$ cat src/rtl/scoreboard_ctrl.sv
// scoreboard_ctrl: register-hazard scoreboard gating instruction issue.
// Ports: clk, rst_n (async active-low); issue_* from the scheduler,
//   issue_ready_o back to it; clear_valid_i/clear_rd_i from writeback;
//   flush_i; busy_vector_o (counter n non-zero); underflow_err_o (sticky).
// Optional: define SCOREBOARD_BYPASS_EN to let a same-cycle writeback
//   clear resolve a hazard combinationally.
module scoreboard_ctrl #(
    parameter int NUM_REGS = 32,
    parameter int CNT_W    = 2
) (
    input  logic                clk,
    input  logic                rst_n,
    input  logic                issue_valid_i,
    input  logic [4:0]          issue_rd_i,
    input  logic                issue_reg_write_i,
    input  logic [4:0]          issue_rs1_i,
    input  logic [4:0]          issue_rs2_i,
    input  logic                issue_rs1_used_i,
    input  logic                issue_rs2_used_i,
    output logic                issue_ready_o,
    input  logic                clear_valid_i,
    input  logic [4:0]          clear_rd_i,
    input  logic                flush_i,
    output logic [NUM_REGS-1:0] busy_vector_o,
    output logic                underflow_err_o
);

    localparam logic [CNT_W-1:0] CNT_MAX = '1;
    localparam logic [CNT_W-1:0] CNT_ONE = CNT_W'(1);

    logic [CNT_W-1:0] cnt [NUM_REGS];
    logic             uf_q;

    logic [CNT_W-1:0] rs1_cnt;
    logic [CNT_W-1:0] rs2_cnt;
    logic [CNT_W-1:0] rd_cnt;
    logic [CNT_W-1:0] clr_cnt;
    logic             clr_hit;
    logic             rs1_free;
    logic             rs2_free;
    logic             rd_free;
    logic             rs1_haz;
    logic             rs2_haz;
    logic             sat;
    logic             ready;
    logic             inc;
    logic             same_reg;

    // Address-to-counter muxes; addresses beyond NUM_REGS and
    // register 0 read as zero.
    always_comb begin
        rs1_cnt = '0;
        rs2_cnt = '0;
        rd_cnt  = '0;
        clr_cnt = '0;
        for (int i = 1; i < NUM_REGS; i++) begin
            if (issue_rs1_i == 5'(i)) rs1_cnt = cnt[i];
            if (issue_rs2_i == 5'(i)) rs2_cnt = cnt[i];
            if (issue_rd_i  == 5'(i)) rd_cnt  = cnt[i];
            if (clear_rd_i  == 5'(i)) clr_cnt = cnt[i];
        end
    end

    assign clr_hit = clear_valid_i && (clear_rd_i != 5'd0);

`ifdef SCOREBOARD_BYPASS_EN
    // Last outstanding write retiring this cycle frees the source;
    // any clear of rd frees one slot for the saturation check.
    assign rs1_free = clr_hit && (clear_rd_i == issue_rs1_i)
                      && (rs1_cnt == CNT_ONE);
    assign rs2_free = clr_hit && (clear_rd_i == issue_rs2_i)
                      && (rs2_cnt == CNT_ONE);
    assign rd_free  = clr_hit && (clear_rd_i == issue_rd_i);
`else
    assign rs1_free = 1'b0;
    assign rs2_free = 1'b0;
    assign rd_free  = 1'b0;
`endif

    assign rs1_haz = issue_rs1_used_i && (issue_rs1_i != 5'd0)
                     && (rs1_cnt != '0) && !rs1_free;
    assign rs2_haz = issue_rs2_used_i && (issue_rs2_i != 5'd0)
                     && (rs2_cnt != '0) && !rs2_free;
    assign sat     = issue_reg_write_i && (rd_cnt == CNT_MAX) && !rd_free;

    assign ready = !flush_i && !rs1_haz && !rs2_haz && !sat;
    assign inc   = issue_valid_i && ready && issue_reg_write_i
                   && (issue_rd_i != 5'd0);

    // A matching increment cancels the clear, so no underflow then.
    assign same_reg = inc && (issue_rd_i == clear_rd_i);

    always_ff @(posedge clk or negedge rst_n) begin
        if (!rst_n) begin
            for (int i = 0; i < NUM_REGS; i++) cnt[i] <= '0;
            uf_q <= 1'b0;
        end else begin
            cnt[0] <= '0;
            if (flush_i) begin
                for (int i = 1; i < NUM_REGS; i++) cnt[i] <= '0;
            end else begin
                for (int i = 1; i < NUM_REGS; i++) begin
                    if (inc && (issue_rd_i == 5'(i))
                        && !(clr_hit && (clear_rd_i == 5'(i)))) begin
                        cnt[i] <= cnt[i] + CNT_ONE;
                    end else if (clr_hit && (clear_rd_i == 5'(i))
                                 && !(inc && (issue_rd_i == 5'(i)))
                                 && (cnt[i] != '0)) begin
                        cnt[i] <= cnt[i] - CNT_ONE;
                    end
                end
                if (clr_hit && (clr_cnt == '0) && !same_reg) begin
                    uf_q <= 1'b1;
                end
            end
        end
    end

    always_comb begin
        busy_vector_o = '0;
        for (int i = 1; i < NUM_REGS; i++) begin
            busy_vector_o[i] = (cnt[i] != '0);
        end
    end

    assign issue_ready_o   = ready;
    assign underflow_err_o = uf_q;

endmodule

$ cat config.mk
export PLATFORM = sky130hd
export DESIGN_NAME = scoreboard_ctrl
export DESIGN_NICKNAME = d
export VERILOG_FILES = /design/src/rtl/scoreboard_ctrl.sv
export SDC_FILE = /design/constraint.sdc
export NUM_CORES = 1
export LEC_CHECK = 0
export ABC_AREA = 1
export CORE_MARGIN = 3
export CORE_UTILIZATION = 44
export CTS_BUF_LIST = sky130_fd_sc_hd__clkbuf_8 sky130_fd_sc_hd__clkbuf_16
export DETAILED_ROUTE_END_ITERATION = 8
export SKIP_CTS_REPAIR_TIMING = 1
export SLEW_MARGIN = 20
export SYNTH_ARGS = -nofsm -noshare
export SYNTH_HDL_FRONTEND = slang
export SYNTH_SLANG_ARGS = --single-unit
$ cat constraint.sdc
create_clock -name clk -period 4.52 [get_ports clk]
set_clock_uncertainty 0.05 [all_clocks]
set_input_delay 0.904 -clock clk [delete_from_list [all_inputs] [get_ports clk]]
set_output_delay 0.904 -clock clk [all_outputs]
set_load 0.01 [all_outputs]
[After elaboration in Yosys (flattened, before gate mapping)]
Cells that the tools add are included.
Storage, ports and cells
  word-level logic and storage cells: 715
  flip-flop bits (word level): 63
  output and inout bits: 34
Operators by class
  multiplexer cells: 187
  add/subtract/negate cells: 62
  bitwise operators: 1
  equal/unequal tests: 126
  reduce and logical (&&, ||, !) cells: 307
Operator list (number)
  2-bit two-way mux: 186
  5-bit equality test (second input constant): 64
  1-bit logical AND: 170
  5-bit by 4-bit equality test with 1-bit output (second input constant): 32
  3-bit nonzero test: 31
  5-bit by 3-bit equality test with 1-bit output (second input constant): 16
  1-bit zero test: 67
  2-bit nonzero test: 33
  2-bit by 1-bit adder with 2-bit output (second input constant): 31
  62-bit two-way mux: 1
  2-bit by 1-bit subtractor with 2-bit output (second input constant): 31
  5-bit by 2-bit equality test with 1-bit output (second input constant): 8
  5-bit by 1-bit equality test with 1-bit output (second input constant): 4
  5-bit nonzero test: 4
  5-bit equality test: 1
  2-bit equality test (second input constant): 1
  2-bit zero test: 1
  2-bit AND reduction: 1
  1-bit inverter: 1

[Logic depth before layout (Yosys ltp)]
Gate-level depths: netlist of the first run.
  word-level depth: 48
  depth in mapped cells: 37

[Worst setup path before layout of the first run]
Ideal clock, no wire load.
  path type: input to output
  from: in issue_rd_i[4]
  to: out issue_ready_o
  slack: 0.422 ns
  cell stages on the path: 29
  arrival: 3.144 ns
  required time: 3.566 ns
  cell sequence: buf_2 > inv_2 > buf_2 > nand3_1 > inv_1 > nand2_1 > nand2_1 > nand4_1 > nand2_1 > nand2_1 > nand2_1 > nand3_1 > nand2_1 > nand3_1 > nand2_1 > nand3_1 > nand2_1 > nand2_1 > nand2_1 > nand3_1 > nand2_1 > nand2_1 > nand2_1 > nand2_1 > nand2_1 > nand3_1 > nor2_1 > buf_2 > buf_4
On the way
  cells in the longest elaborated chain, start to end: 36
  elaborated cells between the ends (all ways): 66
  those cells by class: eq/ne (32); mux (31); reduce/logical (3)
Ends and longest elaborated chain
  start: declaration: line 14  | input logic [4:0] issue_rd_i,
  5-bit by 1-bit equality test with 1-bit output: line 59  | if (issue_rd_i == 5'(i)) rd_cnt = cnt[i];
  2-bit two-way mux (30 in series): line 59
  2-bit two-way mux *: line 59
  2-bit equality test *: line 84  | assign sat = issue_reg_write_i && (rd_cnt == CNT_MAX) && !rd_free;
  1-bit logical AND *: line 84
  1-bit zero test *: line 86  | assign ready = !flush_i && !rs1_haz && !rs2_haz && !sat;
  1-bit logical AND *: line 86
  end: declaration: line 20  | output logic issue_ready_o,
Mark *: on every way between the ends. The rest lies on a longest branch, timed or not.

[Final worst setup path of the first run]
  from: in issue_rd_i[0]
  to: out issue_ready_o
The elaborated chain is that of the path after synthesis.

==> metrics.md, run 1 <==
| Metric | Value |
|---|---|
| Max_slew headroom | 56.5% |
| Ant. Diodes | 0 |
| Die ar. | 0.0186 mm² |
| Asr flop ratio synth | 100% |
| DRC viols | 0 |
| Drt pass-1 iters | 6 |
| Top cells by count, synth | nand2_1, nor2_1, inv_1 |
| Initial antenna violation count | 0 |
| Final Max Slew Viols | 0 |
| Internal | 0.00156 W |
| Vias in the first global route | 9209 |
| Cell Rows | 47 |
| Post-Route WL | 32500 µm |
| GRT Resource Usage Total | 35.1% |
| Fill count | 1673 |
| Nets | 1664 |
| Setup WS post-layout | 0.171 ns |
| Synth top area share | 23.7% |
| Critical path launch point | issue_rd_i[0] |
| Final HPWL DP | 25700 µm |
| RR Startpoint | cnt[58]$_DFFE_PN0P_ |
| Ports | 62 |
| Sequential share of power | 32.8% |
| Syn_nets | 1459 |
| Hold Violations, Final | 0 |
| Synth Area per Inst | 5.23 µm² |
| P per Cell Area | 271 mW/mm² |
| Cells on worst reg2reg path | 31 |
| Total power draw | 0.00274 W |
| EDFF count, synth | 0 |
| Outcome | finished, final reports clean |
| WL per Instance | 17.5 µm |
| Busiest grt layer | met2 |
| Sw Share | 43.2% |
| Clock tree buffer depth | 2 |
| Tmin final | 4.35 ns |
| Final RePlAce weighted congestion | 1.12 |
| Worst Setup End Kind | output pin |
| Global Route met1 Usage | 48.2% |
| Post-synthesis register bit count | 63 |
| Sequential share of the synthesized area | 21.1% |
| Vias per cell | 5.60 |
| Cells after synthesis | 1431 |
| Layout cells sized above 1 | 17.6% |
| Pre-CTS WS | -0.698 ns |
| Finished Layout Cells | 1861 |
| Htree depth | 3 |
| DR iter-0 viols | 1205 |
| Critical Path End | issue_ready_o |
| Worst-case vdd ir drop | 229 µV |
| Most used flip-flop cell after synthesis | dfrtp_1 |
| Max-cap violations | 0 |
| Die W | 136 µm |
| Layout area overhead | 35.1% |
| Kind of critical path | input port to output pin |
| Met3 Use GR | 6.44% |
| Top-count cell post-synth | nand2_1 |
| Cts bufs inserted | 9 |
| GR Overflow Total | 0 |
| Worst-Skew Late Latency | 0.36 ns |
| Worst endpoint required time | 3.57 ns |
| Routed Antenna Nets | 0 |
| Measured slew at the worst slew-check pin | 0.648 ns |
| Die Ht | 136 µm |
| TritonCTS clock tree | done |
| Switching power | 0.00118 W |
| Crit path DAT | 3.39 ns |
| Cell variety after synth | 32 |
| Buffers on Ports | 60 |
| CTS root buf | clkbuf_16 |
| Core Area | 0.0166 mm² |
| Fmax | 230 MHz |
| FF-to-FF End | cnt[26]$_DFFE_PN0P_ |
| Vias post-DR | 10400 |
| Setup violators final | 0 |
| P_leak | 5.14 nW |
| Initial Utilization | 45.0% |
| Synth top area cells | nand2_1, dfrtp_1, nor2_1, nand3_1, nand4_1 |
| Crit Path Max Fanout | 4 |
| Hold Crit Class | input port to async pin |
| Combinational share of power | 38.8% |
| RSZ-0062 raised after global routing | yes |
| R2r setup slk | 0.62 ns |
| Met2 Use GR | 54.1% |
| Yosys warning count | 0 |
| CTS clk-pin slew, worst paths | 0.06 ns |
| Synth Cell Area | 0.00749 mm² |
| Area leader, netlist | nand2_1 |
| First-pass GRT wire length | 50100 µm |
| Placed Cells | 1838 |
| Sinks on Clock Net | 63 |
| Startpoint types | input port |
| Period Utilization, post-route | 96.2% |
| Setup_tns | 0 ns |
| Largest net degree at the start of global routing | 62 |
| Clock Power Share | 28.4% |
## layout make-up
type                            instances  area (µm²)  area share (%)
Multi-Input combinational cell       1112        5120            50.6
Timing Repair Buffer                  244        2020            20.0
Sequential cell                        63        1580            15.6
Inverter                              205         797            7.88
Tap cell                              220         275            2.72
Clock buffer                           11         253            2.50
Clock inverter                          5        63.8           0.631
Timing Repair inverter                  1        7.51          0.0742
## metal layers
| metal | wire (µm) | vias up | part of all wire (%) |
|---|---|---|---|
| li1 | - | 5034 | - |
| met1 | 14000 | 4731 | 43 |
| met2 | 13900 | 536 | 43 |
| met3 | 3140 | 112 | 9.7 |
| met4 | 1470 | 0 | 4.5 |
| met5 | 0 | - | 0 |
## state kept, by name, indices dropped and copies added, names as in the netlist
signal,cells
underflow_err_o,1
cnt,62
## power by group through the flow
stage	clock network, W	logic [W]	registers (W)
detailed placement	0	0.00101	0.000894
CTS	0.000789	0.00102	0.000884
global placement	0	0.00100	0.000896
floorplan	0	0.000609	0.000767
global route	0.000806	0.00118	0.000906
finish	0.000779	0.00106	0.000899
## worst min-delay path by stage
stage and to:
2_1_floorplan cnt[1]$_DFFE_PN0P_, 3_3_place_gp underflow_err_o$_DFFE_PN0P_, 3_5_place_dp underflow_err_o$_DFFE_PN0P_, 4_1_cts cnt[42]$_DFFE_PN0P_
5_1_grt cnt[42]$_DFFE_PN0P_, 6_report cnt[42]$_DFFE_PN0P_
## worst max-delay path, stage by stage
cell and delay, ns:
buf_6 0.11, inv_4 0.06, nor2_2 0.05, buf_6 0.12, nand4_1 0.08, nand3_2 0.10, o21ai_2 0.15, nand3b_1 0.09
nand2_1 0.08, nand4_1 0.07, nor2_1 0.14, nand4_1 0.12, nand2_1 0.10, nand2_1 0.05, nand2_1 0.06, nand4_1 0.09
nand2_1 0.09, nand3_1 0.06, nand2_1 0.07, nand3_1 0.06, nand2_1 0.09, nand2_1 0.05, nand2_1 0.07, nand2_1 0.05
nand2_1 0.07, nand3_2 0.09, nor2_2 0.15, buf_2 0.14
## cells by family (layout without fill, tap and decap cells)
family / Yosys count / after routing / synth area share, %
AO/OA/AOI/OAI: 85 / 85 / 6.35
XOR/XNOR: 2 / 2 / 0.234
buffers and inverters: 256 / 466 / 13.1
flip-flops: 63 / 63 / 21.1
other: 1 / 1 / 0.0501
AND/OR/NAND/NOR: 1024 / 1024 / 59.3
## metrics by stage
step / utilization [%] / instance area [µm²] / hold WS (ns)
6_report: 60.8 / 10100 / 0.324
4_1_cts: 59.0 / 9820 / 0.312
3_3_place_gp: 57.1 / 9500 / 0.401
5_1_grt: 60.8 / 10100 / 0.329
2_1_floorplan: - / 7490 / 0.440
3_5_place_dp: 57.1 / 9500 / 0.403
## cell usage in the layout (no fill, tap or decap), types with 3 or more instances in the layout
| cell | n |
|---|---|
| dlymetal6s2s_1 | 5 |
| inv_2 | 12 |
| nand3_1 | 154 |
| clkbuf_16 | 9 |
| nand3_2 | 8 |
| nor4_1 | 3 |
| dfrtp_1 | 63 |
| nor3_1 | 19 |
| inv_1 | 184 |
| inv_4 | 4 |
| buf_6 | 11 |
| nand4_1 | 116 |
| nor2_4 | 7 |
| o21ai_1 | 19 |
| clkdlybuf4s50_1 | 43 |
| a21oi_1 | 21 |
| nor2_2 | 9 |
| buf_2 | 4 |
| nand2_1 | 460 |
| o2111ai_1 | 5 |
| clkinvlp_4 | 3 |
| a31o_2 | 3 |
| or2_2 | 7 |
| nor2_1 | 218 |
| o21ai_0 | 24 |
| nand3b_1 | 3 |
| o22ai_1 | 5 |
| nand2_2 | 13 |
| buf_4 | 179 |
Power figures use the tool's default switching activity.
==> run 2: changes to the inputs <==
Settings changed: CTS_CLUSTER_DIAMETER from default to 50.
Clock period 4.52 ns to 5.2 ns, I/O delays scaled along.
==> metrics.md, run 2 (synthesized netlist as in run 1, its figures left out) <==
| Metric | Value |
|---|---|
| Largest register FFs | 62 |
| Measured slew at the worst slew-check pin | 0.739 ns |
| Period Utilization, post-route | 94.9% |
| Cells on worst reg2reg path | 28 |
| Nets | 1620 |
| Hold Crit Class | flop to flop |
| Kind of critical path | input port to output pin |
| Die ar. | 0.0186 mm² |
| WL per Instance | 17.8 µm |
| P_leak | 4.91 nW |
| CTS clk-pin slew, worst paths | 0.06 ns |
| Core Area | 0.0166 mm² |
| CTS root buf | clkbuf_16 |
| Ant. Diodes | 0 |
| Setup WS post-layout | 0.263 ns |
| Initial Utilization | 45.0% |
| RSZ-0062 raised after global routing | no |
| RR Startpoint | cnt[59]$_DFFE_PN0P_ |
| Final HPWL DP | 25600 µm |
| Commonest cells after routing, fill and taps aside | nand2_1, nor2_1, inv_1, nand3_1, buf_4 |
| Vias per cell | 5.65 |
| Drt pass-1 iters | 6 |
| Hold Violations, Final | 0 |
| Max-cap violations | 0 |
| Post-Route Utilization | 57.6% |
| Crit Path Max Fanout | 5 |
| Die W | 136 µm |
| Max_slew headroom | 50.6% |
| Crit path DAT | 3.85 ns |
| Sinks on Clock Net | 63 |
| Die Ht | 136 µm |
| Worst-Skew Late Latency | 0.36 ns |
| Worst-case vdd ir drop | 178 µV |
| Final RePlAce weighted congestion | 1.07 |
| DR iter-0 viols | 1272 |
| Startpoint types | input port |
| Layout area overhead | 28.0% |
| Clock tree buffer depth | 2 |
| Cts bufs inserted | 9 |
| Post-Route WL | 32300 µm |
| Final Max Slew Viols | 0 |
| Buffers on Ports | 60 |
| Most flops, register | cnt |
| Vias post-DR | 10300 |
| Commonest non-fill, non-tap cell in the layout | nand2_1 |
| TritonCTS clock tree | done |
| Layout cells sized above 1 | 12.5% |
| Worst Hold Launch | underflow_err_o$_DFFE_PN0P_ |
| Outcome | finished, final reports clean |
| Fmax | 203 MHz |
| First-pass GRT wire length | 49500 µm |
| GRT Resource Usage Total | 34.6% |
| Pre-CTS WS | -0.326 ns |
| P per Cell Area | 237 mW/mm² |
| Htree depth | 3 |
| Ports | 62 |
| Cell Rows | 47 |
| Critical path launch point | issue_rs1_i[2] |
| DRC viols | 0 |
| Worst hold stages | 2 |
| Setup violators final | 0 |
| Vias in the first global route | 8969 |
| Largest net degree at the start of global routing | 64 |
| Routed Antenna Nets | 0 |
| Tmin final | 4.94 ns |
| Initial antenna violation count | 0 |
| Worst endpoint required time | 4.11 ns |
| Worst Setup End Kind | output pin |
| GR Overflow Total | 0 |
## run 2: changes by cell type in the layout (fill, tap and decap cells not counted), moves of 6 or more
cell / change
nand2_2: -11
buf_6: -11
buf_4: -40
clkdlybuf4s50_1: +6
nand3_1: +7
nor2_1: +7
nand2_1: +11
## run 2: area by class of cell
type | instances | area (µm²)
fillers | 1755 | 7060
well taps | 220 | 275
inverters | 205 | 771
repair buffers | 201 | 1700
clock buffers | 10 | 239
clock inverters | 6 | 46.3
flip-flops and latches | 63 | 1580
multi-input cells | 1112 | 4980
## run 2: report_power, final
group | switching [W] | internal, W | leakage (nW)
Combinational | 0.000527 | 0.000359 | 3.97
Clock | 0.000268 | 0.000337 | 0.135
Sequential | 0.000214 | 0.000570 | 0.801
Total | 0.00101 | 0.00127 | 4.91
## run 2: metal layers
| metal | vias up | part of all wire (%) | global-route usage [%] |
|---|---|---|---|
| met5 | - | 0 | 0 |
| met4 | 0 | 3.7 | 13.0 |
| met3 | 84 | 9.2 | 5.14 |
| met2 | 531 | 44 | 55.2 |
| met1 | 4700 | 43 | 47.4 |
| li1 | 4943 | - | - |
## run 2: path summary, 6_finish.rpt
path / endpoint / slack [ns]
setup / recovery: issue_ready_o / 0.26
hold / removal: underflow_err_o$_DFFE_PN0P_ / 0.43
setup reg to reg: cnt[46]$_DFFE_PN0P_ / 1.37
hold reg to reg: underflow_err_o$_DFFE_PN0P_ / 0.43
max in group asynchronous: cnt[33]$_DFFE_PN0P_ / 3.44
min in group asynchronous: cnt[43]$_DFFE_PN0P_ / 0.69
## run 2: through the flow
step / cells / instance area (µm²) / TNS (ns) / hold slack (ns) / power [W]
3_3_place_gp: 1801 / 9230 / -0.372 / 0.400 / 0.00164
6_report: 1817 / 9580 / 0 / 0.428 / 0.00228
2_1_floorplan: 1431 / 7490 / 0 / 0.440 / 0.00120
5_1_grt: 1817 / 9580 / 0 / 0.440 / 0.00240
3_5_place_dp: 1801 / 9230 / -0.326 / 0.409 / 0.00165
4_1_cts: 1817 / 9520 / -0.338 / 0.425 / 0.00226
## run 2: worst max-delay path: stages
cell and delay (ns):
clkdlybuf4s50_1 0.53, inv_1 0.09, nor2_2 0.19, inv_1 0.08, nor3_1 0.14, buf_4 0.15
a21oi_1 0.04, nand4_1 0.10, nand2_1 0.05, nand3_1 0.06, nand2_1 0.05, nand4_1 0.06
nand2_1 0.06, nand3_1 0.06, nand2_1 0.05, nand3_1 0.06, nand2_1 0.05, nand3_1 0.06
nand2_1 0.06, nand3_1 0.06, nand2_1 0.05, nand2_1 0.05, nand2_1 0.04, nand3_1 0.06
nand2_1 0.05, a21oi_1 0.35, nor2_4 0.05, clkbuf_2 0.14
==> run 3: changes to the inputs <==
Settings changed: CTS_CLUSTER_DIAMETER 50 to default, TNS_END_PERCENT from default to 50.
==> results of run 3 <==
Final layout, timing and power as in run 2 (identical DEF).
